## src/rtl/hazard3_decode_predict_pkg.sv

```systemverilog
// Shared RV32 decode constants: opcodes, immediate formats and link-register test.
// Combinational helpers only; no state, no handshakes.
package hazard3_decode_predict_pkg;

  localparam logic [6:0] RV_OPC_JAL    = 7'b1101111;
  localparam logic [6:0] RV_OPC_JALR   = 7'b1100111;
  localparam logic [6:0] RV_OPC_BRANCH = 7'b1100011;

  function automatic logic is_jal(input logic [31:0] i);
    return i[6:0] == RV_OPC_JAL;
  endfunction

  function automatic logic is_jalr(input logic [31:0] i);
    return (i[6:0] == RV_OPC_JALR) && (i[14:12] == 3'b000);
  endfunction

  function automatic logic is_branch(input logic [31:0] i);
    return i[6:0] == RV_OPC_BRANCH;
  endfunction

  function automatic logic [31:0] imm_j(input logic [31:0] i);
    return {{11{i[31]}}, i[31], i[19:12], i[20], i[30:21], 1'b0};
  endfunction

  function automatic logic [31:0] imm_b(input logic [31:0] i);
    return {{19{i[31]}}, i[31], i[7], i[30:25], i[11:8], 1'b0};
  endfunction

  // x1 (ra) and x5 (t0) are the ABI link registers
  function automatic logic is_link(input logic [4:0] r);
    return (r == 5'd1) || (r == 5'd5);
  endfunction

endpackage

```

## src/rtl/hazard3_ras.sv

```systemverilog
// Return-address stack as a circular buffer; push overwrites oldest when full.
// Zero-latency top/empty; updates take effect on the next edge, flush has priority.
module hazard3_ras #(
  parameter int DEPTH  = 2,
  parameter int W_ADDR = 32
) (
  input  logic              clk,
  input  logic              rst_n,
  input  logic              push,
  input  logic              pop,
  input  logic [W_ADDR-1:0] push_data,
  input  logic              flush,
  output logic [W_ADDR-1:0] top,
  output logic              empty
);

  generate
    if (DEPTH == 0) begin : g_none
      assign top   = '0;
      assign empty = 1'b1;
    end else begin : g_stack
      localparam int W_PTR = (DEPTH > 1) ? $clog2(DEPTH) : 1;
      localparam int W_CNT = $clog2(DEPTH + 1);

      logic [W_ADDR-1:0] r_mem [DEPTH];
      logic [W_PTR-1:0]  r_wr_ptr;
      logic [W_CNT-1:0]  r_count;
      logic [W_PTR-1:0]  w_top_ptr;
      logic              w_empty;
      logic              w_full;

      assign w_top_ptr = r_wr_ptr - W_PTR'(1);
      assign w_empty   = (r_count == '0);
      assign w_full    = (r_count == W_CNT'(DEPTH));

      always_ff @(posedge clk or negedge rst_n) begin
        if (!rst_n) begin
          r_wr_ptr <= '0;
          r_count  <= '0;
          for (int k = 0; k < DEPTH; k++) r_mem[k] <= '0;
        end else if (flush) begin
          r_count <= '0;
        end else if (push && pop && !w_empty) begin
          r_mem[w_top_ptr] <= push_data;
        end else if (push) begin
          r_mem[r_wr_ptr] <= push_data;
          r_wr_ptr        <= r_wr_ptr + W_PTR'(1);
          if (!w_full) r_count <= r_count + W_CNT'(1);
        end else if (pop && !w_empty) begin
          r_wr_ptr <= w_top_ptr;
          r_count  <= r_count - W_CNT'(1);
        end
      end

      assign top   = r_mem[w_top_ptr];
      assign empty = w_empty;
    end
  endgenerate

endmodule

```

## src/rtl/hazard3_decode_predict.sv

```systemverilog
// Decode-stage PC and early-jump unit: JAL, BTFN branches and RAS-predicted returns.
// Jump request is combinational; fetch backpressure stalls D, a jump taken under stall locks the CIR.
module hazard3_decode_predict
  import hazard3_decode_predict_pkg::*;
#(
  parameter int                W_ADDR         = 32,
  parameter logic [W_ADDR-1:0] RESET_VECTOR   = '0,
  parameter bit                BRANCH_PREDICT = 1'b1,
  parameter int                RAS_DEPTH      = 2
) (
  input  logic              clk,
  input  logic              rst_n,
  input  logic [31:0]       d_instr,
  input  logic              d_instr_is_32bit,
  input  logic              d_instr_vld,
  input  logic              x_stall,
  input  logic              f_jump_rdy,
  input  logic              f_jump_now,
  input  logic [W_ADDR-1:0] f_jump_target,
  input  logic              m_flush,
  output logic              d_stall,
  output logic              df_cir_lock,
  output logic              d_jump_req,
  output logic [W_ADDR-1:0] d_jump_target,
  output logic [W_ADDR-1:0] d_pc,
  output logic [W_ADDR-1:0] d_mispredict_addr,
  output logic              d_pred_taken
);

  logic [W_ADDR-1:0] r_pc;
  logic              r_cir_lock_prev;

  logic [W_ADDR-1:0] w_pc_next, w_tgt_jal, w_tgt_br, w_ras_top;
  logic [31:0]       w_imm_b;
  logic [4:0]        w_rs1, w_rd;
  logic              w_is_jal, w_is_jalr, w_is_br, w_is_call, w_is_ret;
  logic              w_ras_empty, w_ras_hit, w_jump_en, w_pred, w_lock_assert;
  logic              w_ras_upd;

  assign w_pc_next = r_pc + (d_instr_is_32bit ? W_ADDR'(4) : W_ADDR'(2));
  assign w_imm_b   = imm_b(d_instr);
  assign w_tgt_jal = r_pc + W_ADDR'($signed(imm_j(d_instr)));
  assign w_tgt_br  = r_pc + W_ADDR'($signed(w_imm_b));

  assign w_is_jal  = is_jal(d_instr);
  assign w_is_jalr = is_jalr(d_instr);
  assign w_is_br   = is_branch(d_instr);
  assign w_rs1     = d_instr[19:15];
  assign w_rd      = d_instr[11:7];
  assign w_is_call = (w_is_jal || w_is_jalr) && is_link(w_rd);
  assign w_is_ret  = w_is_jalr && is_link(w_rs1) && (w_rs1 != w_rd);
  assign w_ras_hit = (RAS_DEPTH > 0) && w_is_ret && !w_ras_empty;
  assign w_jump_en = d_instr_vld && !r_cir_lock_prev && !m_flush;

  always_comb begin
    w_pred            = 1'b0;
    d_jump_target     = w_tgt_jal;
    d_mispredict_addr = w_pc_next;
    if (w_is_jal) begin
      w_pred = 1'b1;
    end else if (w_is_br) begin
      if (BRANCH_PREDICT && w_imm_b[31]) begin
        w_pred        = 1'b1;
        d_jump_target = w_tgt_br;
      end else begin
        d_mispredict_addr = w_tgt_br;
      end
    end else if (w_is_jalr) begin
      w_pred        = w_ras_hit;
      d_jump_target = w_ras_top & ~W_ADDR'(1);
    end
  end

  assign d_jump_req    = w_jump_en && w_pred;
  // A locked CIR always holds a jump already issued; the RAS may have popped since
  assign d_pred_taken  = w_pred || r_cir_lock_prev;
  assign d_stall       = x_stall || !d_instr_vld || (d_jump_req && !f_jump_rdy);
  assign w_lock_assert = d_jump_req && f_jump_rdy && d_stall;
  assign df_cir_lock   = (r_cir_lock_prev && d_stall) || w_lock_assert;
  assign d_pc          = r_pc;

  // One RAS update per instruction: at jump acceptance or when it leaves D unlocked
  assign w_ras_upd = (d_jump_req && f_jump_rdy) || (!d_stall && !r_cir_lock_prev && d_instr_vld);

  always_ff @(posedge clk or negedge rst_n) begin
    if (!rst_n) begin
      r_pc            <= RESET_VECTOR;
      r_cir_lock_prev <= 1'b0;
    end else begin
      r_cir_lock_prev <= df_cir_lock && !m_flush;
      if ((f_jump_now && !w_lock_assert) || (r_cir_lock_prev && !d_stall))
        r_pc <= f_jump_target;
      else if (!d_stall && !df_cir_lock)
        r_pc <= w_pc_next;
    end
  end

  hazard3_ras #(
    .DEPTH  (RAS_DEPTH),
    .W_ADDR (W_ADDR)
  ) u_ras (
    .clk       (clk),
    .rst_n     (rst_n),
    .push      (w_ras_upd && w_is_call),
    .pop       (w_ras_upd && w_is_ret),
    .push_data (w_pc_next),
    .flush     (m_flush),
    .top       (w_ras_top),
    .empty     (w_ras_empty)
  );

endmodule

```

## config.mk

```make
export PLATFORM = sky130hd
export DESIGN_NAME = hazard3_decode_predict
export DESIGN_NICKNAME = d
export VERILOG_FILES = /design/src/rtl/hazard3_decode_predict_pkg.sv /design/src/rtl/hazard3_ras.sv /design/src/rtl/hazard3_decode_predict.sv
export SDC_FILE = /design/constraint.sdc
export NUM_CORES = 1
export LEC_CHECK = 0
export ABC_AREA = 1
export ABC_CLOCK_PERIOD_IN_PS = 2800
export CAP_MARGIN = 20
export CORE_ASPECT_RATIO = 0.75
export CORE_UTILIZATION = 49
export DETAILED_ROUTE_END_ITERATION = 12
export GPL_TIMING_DRIVEN = 1
export MAX_ROUTING_LAYER = met4
export PLACE_DENSITY = 0.78
export SYNTH_ARGS = -nofsm -noshare
export SYNTH_HDL_FRONTEND = slang
export SYNTH_SLANG_ARGS = --single-unit
```

## constraint.sdc

```tcl
create_clock -name clk -period 2.8 [get_ports clk]
set_input_delay 0.42 -clock clk [delete_from_list [all_inputs] [get_ports clk]]
set_output_delay 0.42 -clock clk [all_outputs]
set_load 0.03 [all_outputs]
```

==> results of run 1 <==
-- cells in the mapped netlist (all sizes together), types with 2 or more instances --
cell type  number
nand2         416
inv           156
nor2          141
o21ai         118
nand3         113
dfrtp          98
a21oi          90
ha             45
xor2           44
buf            23
clkbuf         22
nand4          19
nor3           18
or2            18
o221ai         17
o211ai         15
o22ai          15
xnor2          15
nand3b         11
nor4           10
a21boi          5
o21a            5
o21bai          5
o31ai           4
a31oi           3
fa              3
mux2i           3
a221oi          2
a32o            2
o2111ai         2
-- per-layer routing --
metal,GRT overflow,track usage
met5,-,-
met4,103,0.926
met3,9,0.749
met2,127,0.998
met1,4,0.838
-- kinds of logic after synthesis --
logic type / Yosys count / synth area share
compound gates: 286 / 0.186
xor+xnor: 59 / 0.0547
simple gates: 748 / 0.341
buf+inv: 202 / 0.0893
fa+ha+maj: 48 / 0.0660
mux: 3 / 0.00318
flops: 98 / 0.260
-- metrics by stage --
step                area [sq um]  hold slack (ps)  TNS (ps)
detailed placement         14400              326   -114260
floorplan                   9540              124      -214
global placement           14400              325   -110710
CTS                        16500              477    -15250
-- repair_timing --
item / in CTS
pin swaps: 87
gates cloned: 1
setup endpoints to repair: 161
hold endpoints to repair: 20
setup buffers: 42
hold buffers: 1
gates resized for setup: 379
==> results.json, run 1 <==
{
  "grt_usage": 0.875,
  "synth_nets": 1564,
  "die_h_microns": 122,
  "stop_stage": "5_1_grt",
  "die_x_microns": 162,
  "cts-root-buf": "clkbuf_16",
  "yosys.area.top_type": "dfrtp_1",
  "status": "aborted with a tool error",
  "placedCellCount": 2200,
  "synth.avg_cell_area_sq_um": 6.54,
  "synth_top_area_frac": 0.260,
  "clock_path_buffers": 2,
  "synth-main-ff-cell": "dfrtp_1",
  "yosysSeqAreaShare": 0.260,
  "worst_path_end_type": "primary output",
  "cts_sinks": 98,
  "dp_slack_ps": -905,
  "htree_levels": 3,
  "numPortBuffers": 171,
  "async_reset_ff_frac": 1.00,
  "netlist_area_sq_um": 9440,
  "synth-seq-cells": 98,
  "grt_max_degree": 79,
  "start_util": 0.506,
  "grt_overflow": 243,
  "num_io_pins": 172,
  "gp_congestion": 1.10,
  "postGrtWorstEndpoint": "d_jump_target[26]",
  "post-dp-hpwl_mm": 36.8,
  "rows": 43,
  "syn_inst": 1444,
  "error_line": "[ERROR GRT-0232] Routing congestion too high. Check the congestion heatmap in the GUI.",
  "ys_types": 51,
  "cts_inserted_buffers": 9,
  "synth_edf_count": 0,
  "ys_warn_count": 0,
  "synth_area_leaders": "dfrtp_1, nand2_1, inv_1"
}
==> run 2: changes to the inputs <==
--- a/config.mk
+++ b/config.mk
@@ -6,14 +6,12 @@
 export NUM_CORES = 1
 export LEC_CHECK = 0
 export ABC_AREA = 1
-export ABC_CLOCK_PERIOD_IN_PS = 2800
+export ABC_CLOCK_PERIOD_IN_PS = 3600
 export CAP_MARGIN = 20
-export CORE_ASPECT_RATIO = 0.75
-export CORE_UTILIZATION = 49
+export CORE_UTILIZATION = 40
 export DETAILED_ROUTE_END_ITERATION = 12
 export GPL_TIMING_DRIVEN = 1
-export MAX_ROUTING_LAYER = met4
-export PLACE_DENSITY = 0.78
+export PLACE_DENSITY_LB_ADDON = 0.15
 export SYNTH_ARGS = -nofsm -noshare
 export SYNTH_HDL_FRONTEND = slang
 export SYNTH_SLANG_ARGS = --single-unit
==> constraint.sdc (replaced) <==
create_clock -name clk -period 3.6 [get_ports clk]
set_input_delay 0.54 -clock clk [delete_from_list [all_inputs] [get_ports clk]]
set_output_delay 0.54 -clock clk [all_outputs]
set_load 0.03 [all_outputs]
==> run 2 against run 1 <==
  * The run now ends clean
  * Synthesized cell count unchanged
  * Synthesized area unchanged
==> results.json, run 2 <==
{
  "grt_overflow": 0,
  "wirelength_mm": 47.8,
  "slew_headroom": 0.605,
  "dp_slack_ps": -711,
  "ys_types": 51,
  "critical_path_arrival_ps": 3040,
  "gp_congestion": 0.982,
  "endpoint_kind": "output pin",
  "final_common_cell": "nand2_1",
  "seq_power_share": 0.209,
  "synth_edf_count": 0,
  "cts.clk_slew.worst_paths_ps": 80,
  "synth-main-ff-cell": "dfrtp_1",
  "syn_inst": 1444,
  "dr.pass1.iters": 5,
  "r2r_slack_ps": 210,
  "vias_per_cell": 5.45,
  "netlist_area_sq_um": 9440,
  "vdd_drop_max_mv": 0.286,
  "rr_worst_depth": 23,
  "max-cap-violations": 0,
  "postCtsHoldBufs": 0,
  "insertion_delay_ps": 360,
  "hold_class": "primary input to asynchronous set/reset pin",
  "htree_levels": 3,
  "grt_pass1_vias": 11800,
  "cts-root-buf": "clkbuf_16",
  "hold_ws_ps": 222,
  "largest_reg_flops": 62,
  "max_freq_mhz": 279,
  "num_io_pins": 172,
  "skew_ps": 19.8,
  "timing.final.ws_setup_ps": 18.8,
  "grt_usage": 0.389,
  "die_h_microns": 156,
  "rows": 55,
  "numPortBuffers": 171,
  "fin_crit_ps": 3580,
  "post-dp-hpwl_mm": 38.4,
  "cts_inserted_buffers": 9,
  "drive_above_1_share": 0.346,
  "start_util": 0.412,
  "design.die.area_sq_um": 24200,
  "grt_setup_unrepaired": "true",
  "syn2layout_area_growth_pct": 64.9,
  "drcViolationCount": 0,
  "period_share": 0.995,
  "drtIter0Drc": 1131,
  "drv_slew": 0,
  "clock_path_buffers": 2,
  "nets": 2061,
  "post_drt_wl_per_cell_microns": 21.2,
  "path_class": "primary input to output pin",
  "setup-tns-final_ps": 0,
  "ys_warn_count": 0,
  "grt_pass1_wl_mm": 69.1,
  "yosysMostFrequentCell": "nand2_1",
  "cp_max_fo": 4,
  "rr_endpoint": "u_ras.g_stack.r_mem[20]",
  "synth_area_leaders": "dfrtp_1, nand2_1, inv_1",
  "die_x_microns": 156,
  "comb_power_share": 0.619,
  "grt_max_degree": 99,
  "p_sw_uw": 2560,
  "status": "finished clean",
  "yosysSeqAreaShare": 0.260,
  "antenna-diode-count": 0,
  "core_sq_um": 22900,
  "detail-route-antenna-nets": 0,
  "async_reset_ff_frac": 1.00,
  "synth-seq-cells": 98,
  "p_leak_uw": 0.00764,
  "clockPowerShare": 0.171,
  "r2r_start": "d_pc[2]",
  "post-route-util": 0.679,
  "design_area_sq_um": 15600,
  "place_area_sq_um": 13900,
  "antenna_found_initial": 0,
  "synth_common_cells": "nand2_1, inv_1, nor2_1, nand3_1, dfrtp_1",
  "top_register": "u_ras.g_stack.r_mem",
  "mostFrequentLayoutCells": "nand2_1, buf_4, inv_1",
  "synth_top_area_frac": 0.260,
  "yosys.area.top_type": "dfrtp_1",
  "swShare": 0.444,
  "setup_viol": 0,
  "intPower_uw": 3210,
  "cts_tree": "built",
  "synth_nets": 1564,
  "crit_required_ps": 3060,
  "p_per_area_nw_per_um2": 370,
  "synth.avg_cell_area_sq_um": 6.54,
  "num_vias": 12300,
  "cp-start-kind": "primary input",
  "cts_sinks": 98,
  "hold_viol": 0,
  "tightest_slew_ps": 592
}
## run 2: cell counts after synthesis
No cell type changed its count.
## run 2: cells by family after synthesis
logic type,Yosys count,synth area share
XOR/XNOR,59,0.0547
AND/OR/NAND/NOR,748,0.341
adder cells (fa/ha/maj),48,0.0660
multiplexers,3,0.00318
flip-flops,98,0.260
buffers and inverters,202,0.0893
AO/OA/AOI/OAI,286,0.186
## run 2: repair_timing
action | 4_1_cts | 5_1_grt
pin swaps | 30 | 55
gates resized for setup | 135 | 160
setup buffers | 25 | 16
gates cloned | 2 | 0
endpoints found under the setup margin | 50 | 47
## run 2: metrics by stage
step	power, uW	cells
2_1_floorplan	2670	1444
3_3_place_gp	4320	2200
3_5_place_dp	4330	2200
4_1_cts	5490	2243
5_1_grt	6000	2259
6_report	5760	2259
## run 2: power groups by stage
| stage | logic (uW) | registers (uW) | clock network (uW) |
|---|---|---|---|
| 2_1_floorplan | 1360 | 1310 | 0 |
| 3_3_place_gp | 3100 | 1220 | 0 |
| 3_5_place_dp | 3110 | 1220 | 0 |
| 4_1_cts | 3300 | 1200 | 989 |
| 5_1_grt | 3750 | 1210 | 1040 |
| 6_report | 3570 | 1210 | 988 |
## run 2: area by class of cell
class / instances / area [sq um]
multi-input cells: 1144 / 7090
clock buffers: 9 / 225
repair buffers: 531 / 4730
well taps: 313 / 392
clock inverters: 7 / 72.6
fillers: 2016 / 7350
inverters: 157 / 592
flip-flops and latches: 98 / 2450
## run 2: worst max-delay path by stage
stage | end | slack, ps | start | cells past startpoint
floorplan | d_mispredict_addr[19] | 130 | d_pc[1] | 13
global placement | d_mispredict_addr[22] | -720 | d_instr[10] | 13
detailed placement | d_mispredict_addr[22] | -710 | d_instr[10] | 13
CTS | d_mispredict_addr[22] | -30 | d_instr[7] | 11
global route | d_jump_target[27] | -10 | d_instr[26] | 16
finish | d_jump_target[24] | 20 | d_instr[23] | 14
## run 2: worst max-delay path, cell delays in order
cell and delay, ps:
clkdlybuf4s50_1 510, ha_4 230, a21oi_1 190, nand2_2 120, a21oi_4 200, o21ai_2 100
buf_4 150, nand4_1 90, nand2_1 130, nand2_1 100, inv_1 50, o21ai_1 120
nand4_1 260, buf_12 230
## run 2: metal layers
layer / vias to the layer above / GRT usage / wire [microns]
li1: 5819 / - / -
met1: 5757 / 0.468 / 18600
met2: 585 / 0.657 / 22500
met3: 142 / 0.0478 / 3180
met4: 0 / 0.251 / 3560
met5: - / 0 / 0
(Power assumes the default switching activity.)
==> run 3: changes to the inputs <==
--- a/config.mk
+++ b/config.mk
@@ -12,6 +12,7 @@
 export DETAILED_ROUTE_END_ITERATION = 12
 export GPL_TIMING_DRIVEN = 1
 export PLACE_DENSITY_LB_ADDON = 0.15
+export SKIP_LAST_GASP = 1
 export SYNTH_ARGS = -nofsm -noshare
 export SYNTH_HDL_FRONTEND = slang
 export SYNTH_SLANG_ARGS = --single-unit
==> run 3 against run 2 <==
  * Register-to-register slack got worse by 90 ps
  * First-iteration DRC count increased by 2.7%
  * Critical path depth unchanged
  * Non-clock buffer count decreased by 3
  * Global-route usage about the same
  * Final cell count decreased by 0.13%
  * Largest cell class unchanged
==> results.json, run 3 (synthesis gave the netlist of run 2 again) <==
{
  "cts_tree": "built",
  "setup_viol": 0,
  "hold_viol": 0,
  "drcViolationCount": 0,
  "grt_use_met3": 0.0492,
  "critical_path_arrival_ps": 3010,
  "post_drt_wl_per_cell_microns": 21.2,
  "design.die.area_sq_um": 24200,
  "drv_slew": 0,
  "max-cap-violations": 0,
  "final_common_cell": "nand2_1",
  "timing.final.ws_setup_ps": 47.0,
  "syn2layout_area_growth_pct": 64.6,
  "dr.pass1.iters": 5,
  "p_per_area_nw_per_um2": 371,
  "antenna-diode-count": 0,
  "core_sq_um": 22900,
  "register_area_sq_um": 2450,
  "mostFrequentLayoutCells": "nand2_1, buf_4, inv_1",
  "nets": 2058,
  "die_x_microns": 156,
  "grt_pass1_wl_mm": 69.1,
  "num_vias": 12400,
  "cp_cell_sequence": "clkdlybuf4s50_1 > ha_4 > a21oi_1 > nand2_2 > a21oi_4 > o21ai_4 > a21oi_2 > buf_4 > o21ai_0 > buf_4 > or2_2 > nand3_1 > nand3_1 > buf_4",
  "drtIter0Drc": 1161,
  "grt_use_met1": 0.466,
  "max_freq_mhz": 281,
  "path_class": "primary input to output pin",
  "fillers": 2022,
  "cts-root-buf": "clkbuf_16",
  "crit_required_ps": 3060,
  "vias_per_cell": 5.48,
  "place_area_sq_um": 13900,
  "worst_path_most_repeated_cell": "buf_4",
  "rows": 55,
  "detail-route-antenna-nets": 0,
  "top_register": "u_ras.g_stack.r_mem",
  "grt_pass1_vias": 11800,
  "grt_setup_unrepaired": "true",
  "die_h_microns": 156,
  "multiInputGateArea_sq_um": 7100,
  "gr-max-usage-layer": "met2",
  "post-dp-hpwl_mm": 38.4,
  "htree_levels": 3,
  "antenna_found_initial": 0,
  "cp.buffers_inverters": 4,
  "path_delay_family": "buffers and inverters",
  "grt_usage": 0.389,
  "design_area_sq_um": 15500,
  "cts_sinks": 98,
  "wirelength_mm": 47.9,
  "skew_ps": 21.0,
  "period_share": 0.987,
  "status": "finished clean",
  "tightest_slew_ps": 580,
  "cp_max_fo": 4,
  "critPathMaxStageDelay_ps": 510,
  "insertion_delay_ps": 360,
  "numPortBuffers": 171,
  "drive_above_1_share": 0.346,
  "cp-start-kind": "primary input",
  "grt_overflow": 0,
  "clock_path_buffers": 2,
  "crit_slowest_cell": "clkdlybuf4s50_1",
  "p_leak_uw": 0.00763,
  "vdd_drop_max_mv": 0.288,
  "postCtsHoldBufs": 0,
  "grt_max_degree": 99,
  "cts.clk_slew.worst_paths_ps": 80,
  "gr-usage-met2": 0.657,
  "setup-tns-final_ps": 0,
  "start_util": 0.412,
  "dp_slack_ps": -711,
  "largest_reg_flops": 62,
  "num_io_pins": 172,
  "slew_headroom": 0.610,
  "cts_inserted_buffers": 9,
  "hold_class": "primary input to asynchronous set/reset pin",
  "gp_congestion": 0.982,
  "fin_crit_ps": 3550,
  "endpoint_kind": "output pin"
}
## run 3: final timing paths
check / from / to / slack (ps) / cells past startpoint
worst max-delay path: d_instr[23] / d_jump_target[22] / 50 / 14
worst min-delay path: rst_n / u_ras.g_stack.r_mem[25] / 230 / 2
worst max register to register: d_pc[2] / u_ras.g_stack.r_mem[20] / 120 / 23
worst min register to register: u_ras.g_stack.r_mem[13] / u_ras.g_stack.r_mem[13] / 480 / 2
max in group asynchronous: rst_n / d_pc[1] / 2910 / 2
min in group clk: u_ras.g_stack.r_mem[13] / u_ras.g_stack.r_mem[13] / 480 / 2
## run 3: what timing repair did
item	4_1_cts	5_1_grt
setup endpoints to repair	50	49
setup buffers	25	13
cloned	2	0
pin swaps	30	56
gates resized for setup	129	165
## run 3: report_power, final
group | leakage [uW] | switching, uW | internal [uW]
sequential | 0.00128 | 64.4 | 1140
clock | 0.000146 | 496 | 489
combinational | 0.00620 | 2000 | 1570
total | 0.00763 | 2560 | 3200
## run 3: worst reg2reg max path, cell delays in order, from the launching register on
cell	delay (ps)
dfrtp_1	400
buf_4	170
ha_1	290
nand3_1	110
nand2_1	110
nand4_1	130
nor2_2	220
buf_6	140
nand2_2	60
inv_2	80
nand4_1	90
xor2_1	230
inv_1	90
buf_4	140
buf_4	120
buf_4	120
buf_4	120
buf_4	120
buf_4	120
buf_4	120
buf_4	120
buf_4	130
nand3_1	70
nand2_1	60
## run 3: area by class of cell
class | instances | area share
multi-input cells | 1144 | 0.457
flip-flops and latches | 98 | 0.158
clock buffers | 9 | 0.0145
clock inverters | 7 | 0.00467
well taps | 313 | 0.0252
repair buffers | 528 | 0.303
inverters | 157 | 0.0381
## run 3: per-layer routing
layer | wire length (microns) | up-vias
li1 | - | 5810
met1 | 18700 | 5777
met2 | 22300 | 627
met3 | 3100 | 149
met4 | 3750 | 0
met5 | 0 | -
## run 3: metrics by stage
| stage | power [uW] | instances | hold WS, ps | util |
|---|---|---|---|---|
| 6_report | 5760 | 2256 | 229 | 0.678 |
| 2_1_floorplan | 2670 | 1444 | 244 | - |
| 5_1_grt | 5990 | 2256 | 253 | 0.678 |
| 3_5_place_dp | 4330 | 2200 | 459 | 0.606 |
| 4_1_cts | 5480 | 2243 | 262 | 0.646 |
| 3_3_place_gp | 4320 | 2200 | 454 | 0.606 |
